[src/rtl/pipe_adder.sv]
// pipe_adder: carry-chunked pipelined adder/subtractor with valid/ready
// flow control. Each stage adds one CHUNK-bit slice, passes its carry to the
// next stage, forwards the result slices already computed, and skews the
// operand slices that later stages still have to add.
module pipe_adder #(
  parameter int WIDTH = 32,
  parameter int CHUNK = 8
) (
  input  logic             clk,
  input  logic             rst_n,
  input  logic             in_valid,
  output logic             in_ready,
  input  logic [WIDTH-1:0] a,
  input  logic [WIDTH-1:0] b,
  input  logic             cin,
  input  logic             sub,
  output logic             out_valid,
  input  logic             out_ready,
  output logic [WIDTH-1:0] sum,
  output logic             cout,
  output logic             ovf
);

  localparam int STAGES = (CHUNK >= 1) ? (WIDTH / CHUNK) : 1;

  // Reject parameter sets that cannot be split into whole chunks.
  if (CHUNK < 1) begin : g_bad_chunk
    $error("pipe_adder: CHUNK must be at least 1");
  end else if ((WIDTH < 1) || ((WIDTH % CHUNK) != 0)) begin : g_bad_width
    $error("pipe_adder: WIDTH must be a non-zero multiple of CHUNK");
  end

  // Subtraction is folded into the operands at acceptance: A + ~B + 1.
  // From here on the transaction carries only the effective B and carry,
  // so the mode travels with its data and mixed modes need no extra state.
  logic [WIDTH-1:0] b_eff;
  logic             cin_eff;

  assign b_eff   = sub ? ~b : b;
  assign cin_eff = sub | cin;

  genvar gi;
  for (gi = 0; gi < STAGES; gi++) begin : stg
    // Width of the operand slices still unconsumed when entering this stage.
    localparam int REM = WIDTH - gi * CHUNK;

    logic                      valid_in;
    logic [REM-1:0]            a_src;
    logic [REM-1:0]            b_src;
    logic                      carry_src;
    logic [CHUNK:0]            chunk;
    logic [(gi+1)*CHUNK-1:0]   res_next;
    logic [(gi+1)*CHUNK-1:0]   res_reg;
    logic                      carry_reg;
    logic                      v;
    logic                      rdy;
    logic                      take;

    if (gi == 0) begin : g_src
      assign valid_in  = in_valid;
      assign a_src     = a;
      assign b_src     = b_eff;
      assign carry_src = cin_eff;
      assign res_next  = chunk[CHUNK-1:0];
    end else begin : g_src
      assign valid_in  = stg[gi-1].v;
      assign a_src     = stg[gi-1].g_skew.a_reg;
      assign b_src     = stg[gi-1].g_skew.b_reg;
      assign carry_src = stg[gi-1].carry_reg;
      assign res_next  = {chunk[CHUNK-1:0], stg[gi-1].res_reg};
    end

    // A stage may load when empty or when its contents move on this edge;
    // the empty case is what lets bubbles collapse under a downstream stall.
    if (gi == STAGES - 1) begin : g_rdy
      assign rdy = ~v | out_ready;
    end else begin : g_rdy
      assign rdy = ~v | stg[gi+1].rdy;
    end

    assign take  = rdy & valid_in;
    assign chunk = {1'b0, a_src[CHUNK-1:0]} + {1'b0, b_src[CHUNK-1:0]}
                 + {{CHUNK{1'b0}}, carry_src};

    // Valid bit: follows the upstream valid whenever this stage can advance.
    always_ff @(posedge clk) begin
      if (!rst_n) begin
        v <= 1'b0;
      end else if (rdy) begin
        v <= valid_in;
      end
    end

    // Result slices and carry: only loaded with a real transaction, so the
    // last stage holds steady while stalled or empty.
    always_ff @(posedge clk) begin
      if (!rst_n) begin
        res_reg   <= '0;
        carry_reg <= 1'b0;
      end else if (take) begin
        res_reg   <= res_next;
        carry_reg <= chunk[CHUNK];
      end
    end

    if (gi < STAGES - 1) begin : g_skew
      logic [REM-CHUNK-1:0] a_reg;
      logic [REM-CHUNK-1:0] b_reg;

      // Skew registers: operand slices still waiting for later stages.
      always_ff @(posedge clk) begin
        if (take) begin
          a_reg <= a_src[REM-1:CHUNK];
          b_reg <= b_src[REM-1:CHUNK];
        end
      end
    end else begin : g_last
      logic ovf_next;
      logic ovf_reg;

      // Carry into the MSB is a^b^sum at the MSB; overflow is that XOR the
      // carry out of the MSB.
      assign ovf_next = a_src[CHUNK-1] ^ b_src[CHUNK-1] ^ chunk[CHUNK-1] ^ chunk[CHUNK];

      // Overflow flag registered alongside the final result slice.
      always_ff @(posedge clk) begin
        if (!rst_n) begin
          ovf_reg <= 1'b0;
        end else if (take) begin
          ovf_reg <= ovf_next;
        end
      end
    end
  end

  assign in_ready  = stg[0].rdy;
  assign out_valid = stg[STAGES-1].v;
  assign sum       = stg[STAGES-1].res_reg;
  assign cout      = stg[STAGES-1].carry_reg;
  assign ovf       = stg[STAGES-1].g_last.ovf_reg;

endmodule

[config.mk]
export PLATFORM = sky130hd
export DESIGN_NAME = pipe_adder
export DESIGN_NICKNAME = d
export VERILOG_FILES = /design/src/rtl/pipe_adder.sv
export SDC_FILE = /design/constraint.sdc
export NUM_CORES = 1
export LEC_CHECK = 0
export BUFFER_PORTS_ARGS = -buffer_cell sky130_fd_sc_hd__buf_2
export CAP_MARGIN = 0
export CORE_MARGIN = 5
export CORE_UTILIZATION = 62
export DETAILED_ROUTE_END_ITERATION = 6
export PLACE_DENSITY = 0.91
export SYNTH_ARGS = -nofsm -noshare
export SYNTH_HDL_FRONTEND = slang
export SYNTH_SLANG_ARGS = --single-unit
[constraint.sdc]
create_clock -name clk -period 5.4 [get_ports clk]
set_clock_uncertainty 0.1 [all_clocks]
set_input_delay 0 -clock clk [delete_from_list [all_inputs] [get_ports clk]]
set_output_delay 0 -clock clk [all_outputs]
set_load 0.005 [all_outputs]
# [After elaboration in Yosys (flattened, before gate mapping)]
# Cells that the tools add are included.
[totals] register_bits=185 wordCells=45
[op_classes] addsub=8 mux=1 bitwise_logic=17
[ops] operator="8-bit by 8-bit adder with 9-bit output" n=4
[ops] operator="9-bit by 1-bit adder with 9-bit output" n=4
[ops] operator="32-bit 2-to-1 mux" n=1
[ops] operator="32-bit inverter" n=1
[ops] operator="1-bit OR" n=5
[ops] operator="1-bit AND" n=4
[ops] operator="1-bit inverter" n=4
[ops] operator="1-bit XOR" n=3

# [Depth between registers and ports, before layout]
# Gate-level depths: netlist of run 1.
[logic_depth] word_depth=6 mapped_depth=11 depth_no_buf=9

# [Least setup slack after synthesis of run 1]
# OpenSTA, ideal clock, no wires.
[synth_path] path_type="register to register" startpoint="register stg[3].v, in the netlist out_valid" endpoint="register stg[0].carry_reg" setup_ns=0.088 t_arrival_ns=2.505 required_time_ns=5.212 slack_ns=2.707 stages_incl_launch_ff=7 path_buffers=1 period_less_slack_ns=2.693 path_cell_list="dfxtp_1 nand4b_1 o21ai_1 inv_1 clkbuf_1 o21ai_0 a211oi_1"
[synth_between] elab_chain_cells=6
[synth_lines] element="start: declaration" line="55" source="logic v;"
[synth_lines] element="start signal: assignment" line="90" source="v <= valid_in;"
[synth_lines] element="1-bit inverter" line="76" source="assign rdy = ~v | out_ready;"
[synth_lines] element="1-bit OR" line="76"
[synth_lines] element="1-bit OR (3 in a row)" line="78" source="assign rdy = ~v | stg[gi+1].rdy;"
[synth_lines] element="1-bit AND" line="81" source="assign take = rdy & valid_in;"
[synth_lines] element="via stg[0].take" line="57" source="logic take;"
[synth_lines] element="end signal: assignment" line="102" source="carry_reg <= chunk[CHUNK];"
[synth_lines] element="end: declaration" line="54" source="logic carry_reg;"
# The timed path passes the listed nets, and every way through them passes these cells.
# A chain may end at the register's enable or synchronous reset.

# [Final worst setup path of run 1]
[layout_path] startpoint="register stg[3].v, in the netlist out_valid" endpoint="register stg[1].res_reg[13]"
[layout_between] elab_chain_cells=5
[layout_lines] element="1-bit inverter" line="76"
[layout_lines] element="1-bit OR" line="76"
[layout_lines] element="1-bit OR (2 in a row)" line="78"
[layout_lines] element="1-bit AND" line="81"
[layout_lines] element="end signal: assignment" line="101" source="res_reg <= res_next;"
[layout_lines] element="end: declaration" line="53" source="logic [(gi+1)*CHUNK-1:0] res_reg;"
# No other way between the ends.

==> impl_metrics.toml, run 1 <==
[outcome]
status = "finished clean"

[clock_network]
hold_buffers = 53
h-tree-depth = 4
cts_tree = "built"
root_buffer = "clkbuf_16"
numCtsBuffers = 17
ctsResizeCount = 0
ctsLongestPathBuffers = 2
cts.sinks = 185
cts_setup_buffers = 0
worstSkewPairLatency_ns = 0.43
clk_pin_slew_ns = 0.07

[final_layout]
mostFrequentLayoutCell = "nand2_1"
diodes = 0
final_cell_mix = "nand2_1 (135), buf_2 (105), edfxtp_1 (96)"
finish.utilization_pct = 78.04
stdcell_area_um2 = 9490
drive_above_1_share_pct = 18.01
stdcell_count = 1001
nets = 926
area_growth_pct = 22.22

[route]
drt-initial-drc-count = 728
antenna_left = 0
drc = 0
totalWireLength_um = 17430
vias = 5586
dr.pass1.iters = 6
via_per_inst = 5.580
wl_per_cell_um = 17.41

[critical_path]
crit_path_start = "out_valid"
endpoint = "stg[1].res_reg[13]"
r2r_slack_ns = 2.69
r2r_start = "out_valid"
cp-start-kind = "flop"
setup.worst_path.end_class = "flop"
crit_path_max_fanout = 50
critPathKind = "flop to flop"
worstPathRequired_ns = 5.60
reg2reg_depth = 6
regToRegEndpoint = "stg[1].res_reg[13]"
worstPathArrival_ns = 2.92

[timing]
fmax_mhz = 368.5
setup_ws_ns = 2.686
min_period_ns = 2.714
whs_ns = 0.05725
hold_violations = 0
rsz0062_at_grt = "false"
fin_crit_sh_pct = 50.26
setup_violations = 0
finalSetupTns_ns = 0
report.final.slew_viol_count = 0
tightestPinTransition_ns = 1.134
slew_headroom_pct = 24.41

[logic_synthesis]
seq_area_frac_synth_pct = 60.07
synthArstFlopShare_pct = 0
syn_area_um2 = 7765
syn_inst = 673
synth_seq_cells = 185
synth-edff-count = 96
syn_avg_cell_area_um2 = 11.54
synth_cell_types = 44
syn_nets = 779
synth-main-ff-cell = "edfxtp_1"
yosys_warnings = 0

[power]
leakage_nw = 3.727
cellPowerDensity_nw_per_um2 = 329.5
irDropWorstVdd_uv = 276.1
p_total_mw = 3.127

[min_path]
min_path_type = "primary input to flop"

[floorplan]
die_y_um = 121.9
die_w_um = 121.9
rows = 40
dieArea_um2 = 14860
core_area_um2 = 12160
num_io_pins = 106
start_util_pct = 63.85

[flow_run]
drv_cap = 0

[place]
portBuffers = 105
placed_cells = 916
place_congestion = 0.8820
place_hpwl_um = 10750
place_area_um2 = 8379
post-place-ws_ns = 2.565

[grt]
use_met3_pct = 5.757
groute.usage.overall_pct = 24.40
antenna_found_initial = 0
overflow = 0
grt_pass1_wl_um = 28280
grt_max_degree = 74
grt_pass1_vias = 5738
gr-max-usage-layer = "met2"
grtUsageMet2_pct = 40.57
grtUsageMet1_pct = 29.83
==> report_power, final <==
part	switching (mW)	internal, mW	leakage (nW)
Sequential	0.0316	1.55	1.64
Clock	0.575	0.655	0.284
Combinational	0.176	0.140	1.80
Total	0.782	2.34	3.73
==> worst max-delay path, stage by stage (launching register included) <==
cell and delay [ns]:
dfxtp_1 0.41, nand4b_1 0.18, nand2_1 0.60, inv_2 0.60, and4b_1 0.43, a31oi_1 0.14
o211ai_1 0.11
==> synthesized netlist by cell type (all sizes together) (8+ instances only) <==
| library cell | instances | share of area [%] |
|---|---|---|
| nand2 | 135 | 6.5 |
| a21boi | 60 | 5.8 |
| ha | 28 | 4.5 |
| edfxtp | 96 | 37 |
| clkbuf | 19 | 0.92 |
| xor2 | 38 | 4.3 |
| a21o | 8 | 0.81 |
| nand4 | 9 | 0.73 |
| nand3 | 16 | 1.0 |
| buf | 14 | 0.93 |
| dfxtp | 89 | 23 |
| nor2 | 12 | 0.58 |
| o21ai | 30 | 2.0 |
| inv | 9 | 0.44 |
| a211oi | 12 | 1.2 |
| a21oi | 19 | 1.2 |
| nor3 | 9 | 0.58 |
| fa | 8 | 2.1 |
==> metal layers <==
metal | share of wire (%) | vias to the layer above
met5 | 0 | -
met4 | 4.1 | 0
met3 | 6.7 | 55
met2 | 48 | 270
met1 | 41 | 2584
li1 | - | 2677
==> worst min path at each step <==
stage | start | to | cells after the start
CTS | a[0] | stg[0].res_reg[0] | 4
global placement | a[12] | stg[0].g_skew.a_reg[4] | 1
floorplan | a[8] | stg[0].g_skew.a_reg[0] | 0
global route | a[0] | stg[0].res_reg[0] | 4
finish | a[4] | stg[0].res_reg[5] | 4
detailed placement | a[11] | stg[0].g_skew.a_reg[3] | 1
==> cells by family (layout without fill, tap and decap cells) <==
group	count (synthesis)	count (layout)	synth area share, %
and+or+nand+nor	217	217	12.92
DFF	185	185	60.07
AOI/OAI and AO/OA	151	151	13.41
xor gates and xnor gates	42	42	4.737
buffers and inverters	42	202	2.288
adders and majority gates	36	36	6.574
==> area by class of cell <==
cell class | instances | area (um^2)
flip-flops and latches | 185 | 4664
multi-input cells | 446 | 2923
fillers | 654 | 2671
repair buffers | 161 | 1079
clock buffers | 17 | 425.4
well taps | 168 | 210.2
clock inverters | 15 | 155.1
inverters | 9 | 33.78
No activity file was read; power rests on OpenSTA's default activity.
==> inputs of run 2 (changes only) <==
ABC_AREA = 1   (was unset)
CORE_UTILIZATION = 52   (was 62)
PLACE_DENSITY = 0.82   (was 0.91)
clock period = 2.32 ns   (was 5.4 ns; I/O delays follow)
==> impl_metrics.toml, run 2 <==
[min_path]
hp-start = "a[7]"
min_path_type = "primary input to flop"

[power]
switching_share_pct = 23.30
p_comb_share_pct = 10.5
irDropWorstVdd_uv = 489.0
intPower_mw = 5.817
leakage_nw = 4.388
clkPwrFrac_pct = 40.4
p_switching_mw = 1.767
cellPowerDensity_nw_per_um2 = 785.8
p_seq_share_pct = 49.1

[place]
post-place-ws_ns = 0.2068
placed_cells = 1050
place_hpwl_um = 10300
place_area_um2 = 8493
place_congestion = 0.8331
portBuffers = 105

[logic_synthesis]
syn_avg_cell_area_um2 = 10.08
yosys_warnings = 0
syn_inst = 779
synthAdderAreaFrac_pct = 6.502
synth-edff-count = 96
synthTopCellsByArea = "edfxtp_1 (37%), dfxtp_1 (23%), nor2_1 (6.9%), nand2_1 (5.0%), ha_1 (4.5%)"
synth_cell_types = 32
synth-main-ff-cell = "edfxtp_1"
synth_top_family_by_area = "simple AND/OR/NAND/NOR gates"
synthArstFlopShare_pct = 0
syn_area_um2 = 7851
synth.most_common_cell = "nor2_1"
synth-simple-area-share_pct = 16.21
muxShareOfSynthArea_pct = 0
synth_top_cell_by_area = "edfxtp_1"
seq_area_frac_synth_pct = 59.41
synth_seq_cells = 185
synthTopCellsByCount = "nor2_1 (145), nand2_1 (104), edfxtp_1 (96)"
syn_nets = 885
synth_compound_area_share_pct = 7.618
synth_xor_area_share_pct = 4.574
synth_top_area_share_pct = 36.72

[timing]
rsz0062_at_grt = "false"
min_period_ns = 2.119
report.final.slew_viol_count = 0
tightestPinTransition_ns = 0.8576
setup_violations = 0
hold_violations = 0
fin_crit_sh_pct = 91.35
slew_headroom_pct = 42.74
setup_ws_ns = 0.2007
finalSetupTns_ns = 0
fmax_mhz = 471.9

[critical_path]
r2r_slack_ns = 0.20
slowest_delay_ns = 0.45
r2r_start = "stg[2].g_skew.a_reg[0]"
worstPathArrival_ns = 2.34
setup.worst_path.end_class = "flop"
crit_path_max_fanout = 4
cp-start-kind = "flop"
cp_common_cell = "nand2_1"
crit_path_start = "stg[2].g_skew.a_reg[0]"
cp_top_family = "adder cells"
cp_num_buf_inv = 1
path_cells = "fa_1 > fa_1 > nand2_1 > nand2_1 > nand2_1 > nor2_1 > nor2_1 > nand2_1 > o211ai_1 > inv_1"
crit_path_top_delay_cell = "fa_1"
critPathKind = "flop to flop"
worstPathRequired_ns = 2.54

[clock_network]
worstSkewPairLatency_ns = 0.42
ctsLongestPathBuffers = 2
numCtsBuffers = 17
cts.sinks = 185
cts_tree = "built"
root_buffer = "clkbuf_16"
clk_pin_slew_ns = 0.07
h-tree-depth = 4

[final_layout]
diodes = 0
finish.utilization_pct = 64.44
mostFrequentLayoutCell = "nor2_1"
stdcell_area_um2 = 9652
drive_above_1_share_pct = 17.44
nets = 1039
stdcell_count = 1134
area_growth_pct = 22.93
final_cell_mix = "nor2_1 (145), buf_2 (105), nand2_1 (104)"

[grt]
groute.usage.overall_pct = 19.06
antenna_found_initial = 0
grt_pass1_wl_um = 26860
grt_max_degree = 70
overflow = 0
grt_pass1_vias = 5528

[route]
wl_per_cell_um = 14.29
wl_met1_um = 7060
antenna_left = 0
totalWireLength_um = 16210
dr.pass1.iters = 5
vias = 5619
drt-initial-drc-count = 372
route.met3.wl_um = 894
drc = 0
route.met2.wl_um = 7998
top_layer = "met4"
via_per_inst = 4.955

[floorplan]
start_util_pct = 52.42
rows = 45
core_area_um2 = 14980
dieArea_um2 = 17660
die_y_um = 132.9
die_w_um = 132.9
num_io_pins = 106

[flow_run]
drv_cap = 0

[outcome]
status = "finished clean"
## run 2: cell count changes after synthesis, sizes merged, moves of 6 or more
cell | before | now
a211oi | 12 | 0
a21boi | 60 | 0
a21oi | 19 | 37
and2 | 7 | 0
clkbuf | 19 | 9
inv | 9 | 76
nand2 | 135 | 107
nand3 | 16 | 35
nor2 | 12 | 147
nor2b | 7 | 0
nor3 | 9 | 0
o21ai | 30 | 71
or4b | 6 | 0
## run 2: worst register-to-register path: stages, from the launching register on
cell and delay [ns]:
edfxtp_1 0.39, fa_1 0.45, fa_1 0.43, nand2_1 0.08
nand2_1 0.07, nand2_1 0.11, nor2_1 0.06, nor2_1 0.12
nand2_1 0.07, o211ai_1 0.09, inv_1 0.05
## run 2: path summary, 6_finish.rpt
check                                         endpoint  cells after the start
worst min-delay path                  stg[0].carry_reg                      7
worst min register to register  stg[2].g_skew.b_reg[1]                      0
worst max-delay path                              cout                     10
worst max register to register                    cout                     10
## run 2: logic make-up after synthesis
kind of cell	Yosys count
xor+xnor	41
buf+inv	103
compound gates	114
flops	185
fa+ha+maj	36
simple gates	300
## run 2: power by group through the flow
stage                     Clock (mW)  Combinational [mW]  Sequential, mW
final                           3.06               0.800            3.72
after global routing            3.26               0.901            3.74
after CTS                       3.09               0.787            3.72
after detailed placement           0               0.710            3.79
after global placement             0               0.684            3.78
after floorplan                    0               0.499            3.77
## run 2: cell type report
type / count / area, um^2
clock buffers: 20 / 478.0
fillers: 1146 / 5325
repair buffers: 162 / 1084
flip-flops and latches: 185 / 4664
well taps: 188 / 235.2
multi-input cells: 491 / 2740
inverters: 76 / 290.3
clock inverters: 12 / 160.2
## run 2: metrics by stage
stage | total power [mW] | hold slack (ns)
2_1_floorplan | 4.267 | -0.001131
3_3_place_gp | 4.463 | 0.07670
3_5_place_dp | 4.499 | 0.07810
4_1_cts | 7.599 | 0.01432
5_1_grt | 7.896 | 0.07204
6_report | 7.585 | 0.02776
## run 2: timing repair
item / CTS / global route
hold buffers: 52 / 0
setup buffers: 0 / 0
gates resized for setup: 0 / 0
endpoints found under the hold margin: 60 / 0
## run 2: routing by layer
layer	vias to the layer above	track usage, %
li1	2860	-
met1	2580	24.50
met2	156	31.86
met3	23	4.639
met4	0	6.120
met5	-	0
==> inputs of run 3 (changes only) <==
CELL_PAD_IN_SITES_DETAIL_PLACEMENT = 1   (was unset)
CELL_PAD_IN_SITES_GLOBAL_PLACEMENT = 1   (was unset)
CORE_UTILIZATION = 40   (was 52)
PLACE_DENSITY = 0.81   (was 0.82)
==> impl_metrics.toml, run 3 (synthesis gave the netlist of run 2 again) <==
[outcome]
status = "finished clean"

[floorplan]
num_io_pins = 106
core_area_um2 = 19400
start_util_pct = 40.47
die_y_um = 150.1
rows = 51
die_w_um = 150.1
dieArea_um2 = 22530

[timing]
setup_violations = 0
report.final.slew_viol_count = 0
tightestPinTransition_ns = 0.8747
fin_crit_sh_pct = 91.21
min_period_ns = 2.116
setup_ws_ns = 0.2040
slew_headroom_pct = 41.60
hold_violations = 0
finalSetupTns_ns = 0
fmax_mhz = 472.6
rsz0062_at_grt = "false"

[clock_network]
root_buffer = "clkbuf_16"
cts_setup_buffers = 0
h-tree-depth = 4
cts_tree = "built"
clk_pin_slew_ns = 0.08
worstSkewPairLatency_ns = 0.44
ctsLongestPathBuffers = 2
cts.sinks = 185
numCtsBuffers = 17

[place]
place_congestion = 0.7783
post-place-ws_ns = 0.1967
place_hpwl_um = 13260
place_area_um2 = 8605
placed_cells = 1129
portBuffers = 105

[critical_path]
r2r_start = "stg[2].g_skew.a_reg[0]"
reg2reg_depth = 10
cp-start-kind = "flop"
crit_path_start = "stg[2].g_skew.a_reg[0]"
r2r_slack_ns = 0.20
critPathKind = "flop to flop"
crit_path_max_fanout = 4
worstPathArrival_ns = 2.36
endpoint = "cout"
worstPathRequired_ns = 2.56
regToRegEndpoint = "cout"
setup.worst_path.end_class = "flop"

[route]
antenna_left = 0
dr.pass1.iters = 4
totalWireLength_um = 19900
drt-initial-drc-count = 366
via_per_inst = 4.755
drc = 0
wl_per_cell_um = 16.39
vias = 5772

[final_layout]
drive_above_1_share_pct = 17.60
area_growth_pct = 24.86
mostFrequentLayoutCell = "nor2_1"
stdcell_count = 1214
diodes = 0
stdcell_area_um2 = 9803
nets = 1042
final_cell_mix = "nor2_1 (145), buf_2 (105), nand2_1 (104)"

[min_path]
min_path_type = "primary input to flop"

[power]
cellPowerDensity_nw_per_um2 = 800.9
p_switching_mw = 1.917
switching_share_pct = 24.41
p_seq_share_pct = 47.5
leakage_nw = 4.405
p_comb_share_pct = 10.6
clkPwrFrac_pct = 41.9
intPower_mw = 5.934
irDropWorstVdd_uv = 552.2

[grt]
grt_pass1_vias = 6262
grt_pass1_wl_um = 32780
groute.usage.overall_pct = 18.76
grt_max_degree = 60
antenna_found_initial = 0
overflow = 0

[flow_run]
drv_cap = 0
## run 3: cell count changes in the layout (fill, tap and decap cells not counted), sizes merged
cell,change
buf,+2
bufinv,+2
clkbuf,-2
clkinv,-2
clkinvlp,+1
dlygate4sd3,+1
inv,+1
## run 3: routing by layer
| layer | global-route usage [%] | wire (um) | up-vias |
|---|---|---|---|
| met1 | 23.35 | 8704 | 2741 |
| met5 | 0 | 0 | - |
| met4 | 8.234 | 618 | 0 |
| met3 | 3.432 | 732 | 38 |
| met2 | 31.97 | 9843 | 123 |
| li1 | - | - | 2870 |
## run 3: area by class of cell
cell class	count	area, um^2
Timing Repair Buffer	165	1109
Multi-Input combinational cell	491	2743
Fill cell	2249	9595
Clock inverter	14	236.5
Clock buffer	18	429.2
Sequential cell	185	4664
Inverter	76	290.3
Tap cell	265	331.6
## run 3: power by group through the flow
stage	clock, mW	combinational [mW]	sequential, mW
global placement	0	0.704	3.78
global route	3.46	0.938	3.75
finish	3.29	0.830	3.73
CTS	3.30	0.829	3.73
floorplan	0	0.499	3.77
detailed placement	0	0.746	3.80
## run 3: worst min path at each step
stage / from / to / slack [ns] / cells past startpoint
after floorplan: a[8] / stg[0].g_skew.a_reg[0] / -0.001 / 0
after global placement: a[9] / stg[0].g_skew.a_reg[1] / 0.08 / 1
after detailed placement: a[20] / stg[0].g_skew.a_reg[12] / 0.08 / 1
after CTS: a[7] / stg[0].res_reg[7] / 0.01 / 6
after global routing: a[7] / stg[0].res_reg[7] / 0.06 / 6
final: a[7] / stg[0].res_reg[7] / 0.02 / 6
## run 3: through the flow
step / hold slack, ns / util (%) / total power [mW]
2_1_floorplan: -0.001131 / - / 4.267
3_3_place_gp: 0.07817 / 44.36 / 4.487
3_5_place_dp: 0.07915 / 44.36 / 4.546
4_1_cts: 0.01170 / 50.52 / 7.863
5_1_grt: 0.06384 / 50.54 / 8.148
6_report: 0.01708 / 50.54 / 7.851
## run 3: critical path, stage by stage (launching register included)
cell      delay, ns
edfxtp_1       0.45
fa_2           0.42
fa_1           0.42
nand2_1        0.08
nand2_1        0.06
nand2_1        0.10
nor2_1         0.05
nor2_1         0.12
nand2_1        0.07
o211ai_1       0.08
inv_1          0.05
## run 3: repair_timing
action,CTS,global route
hold endpoints to repair,78,0
endpoints found under the setup margin,0,1
hold buffers,53,0
resized for setup,0,1
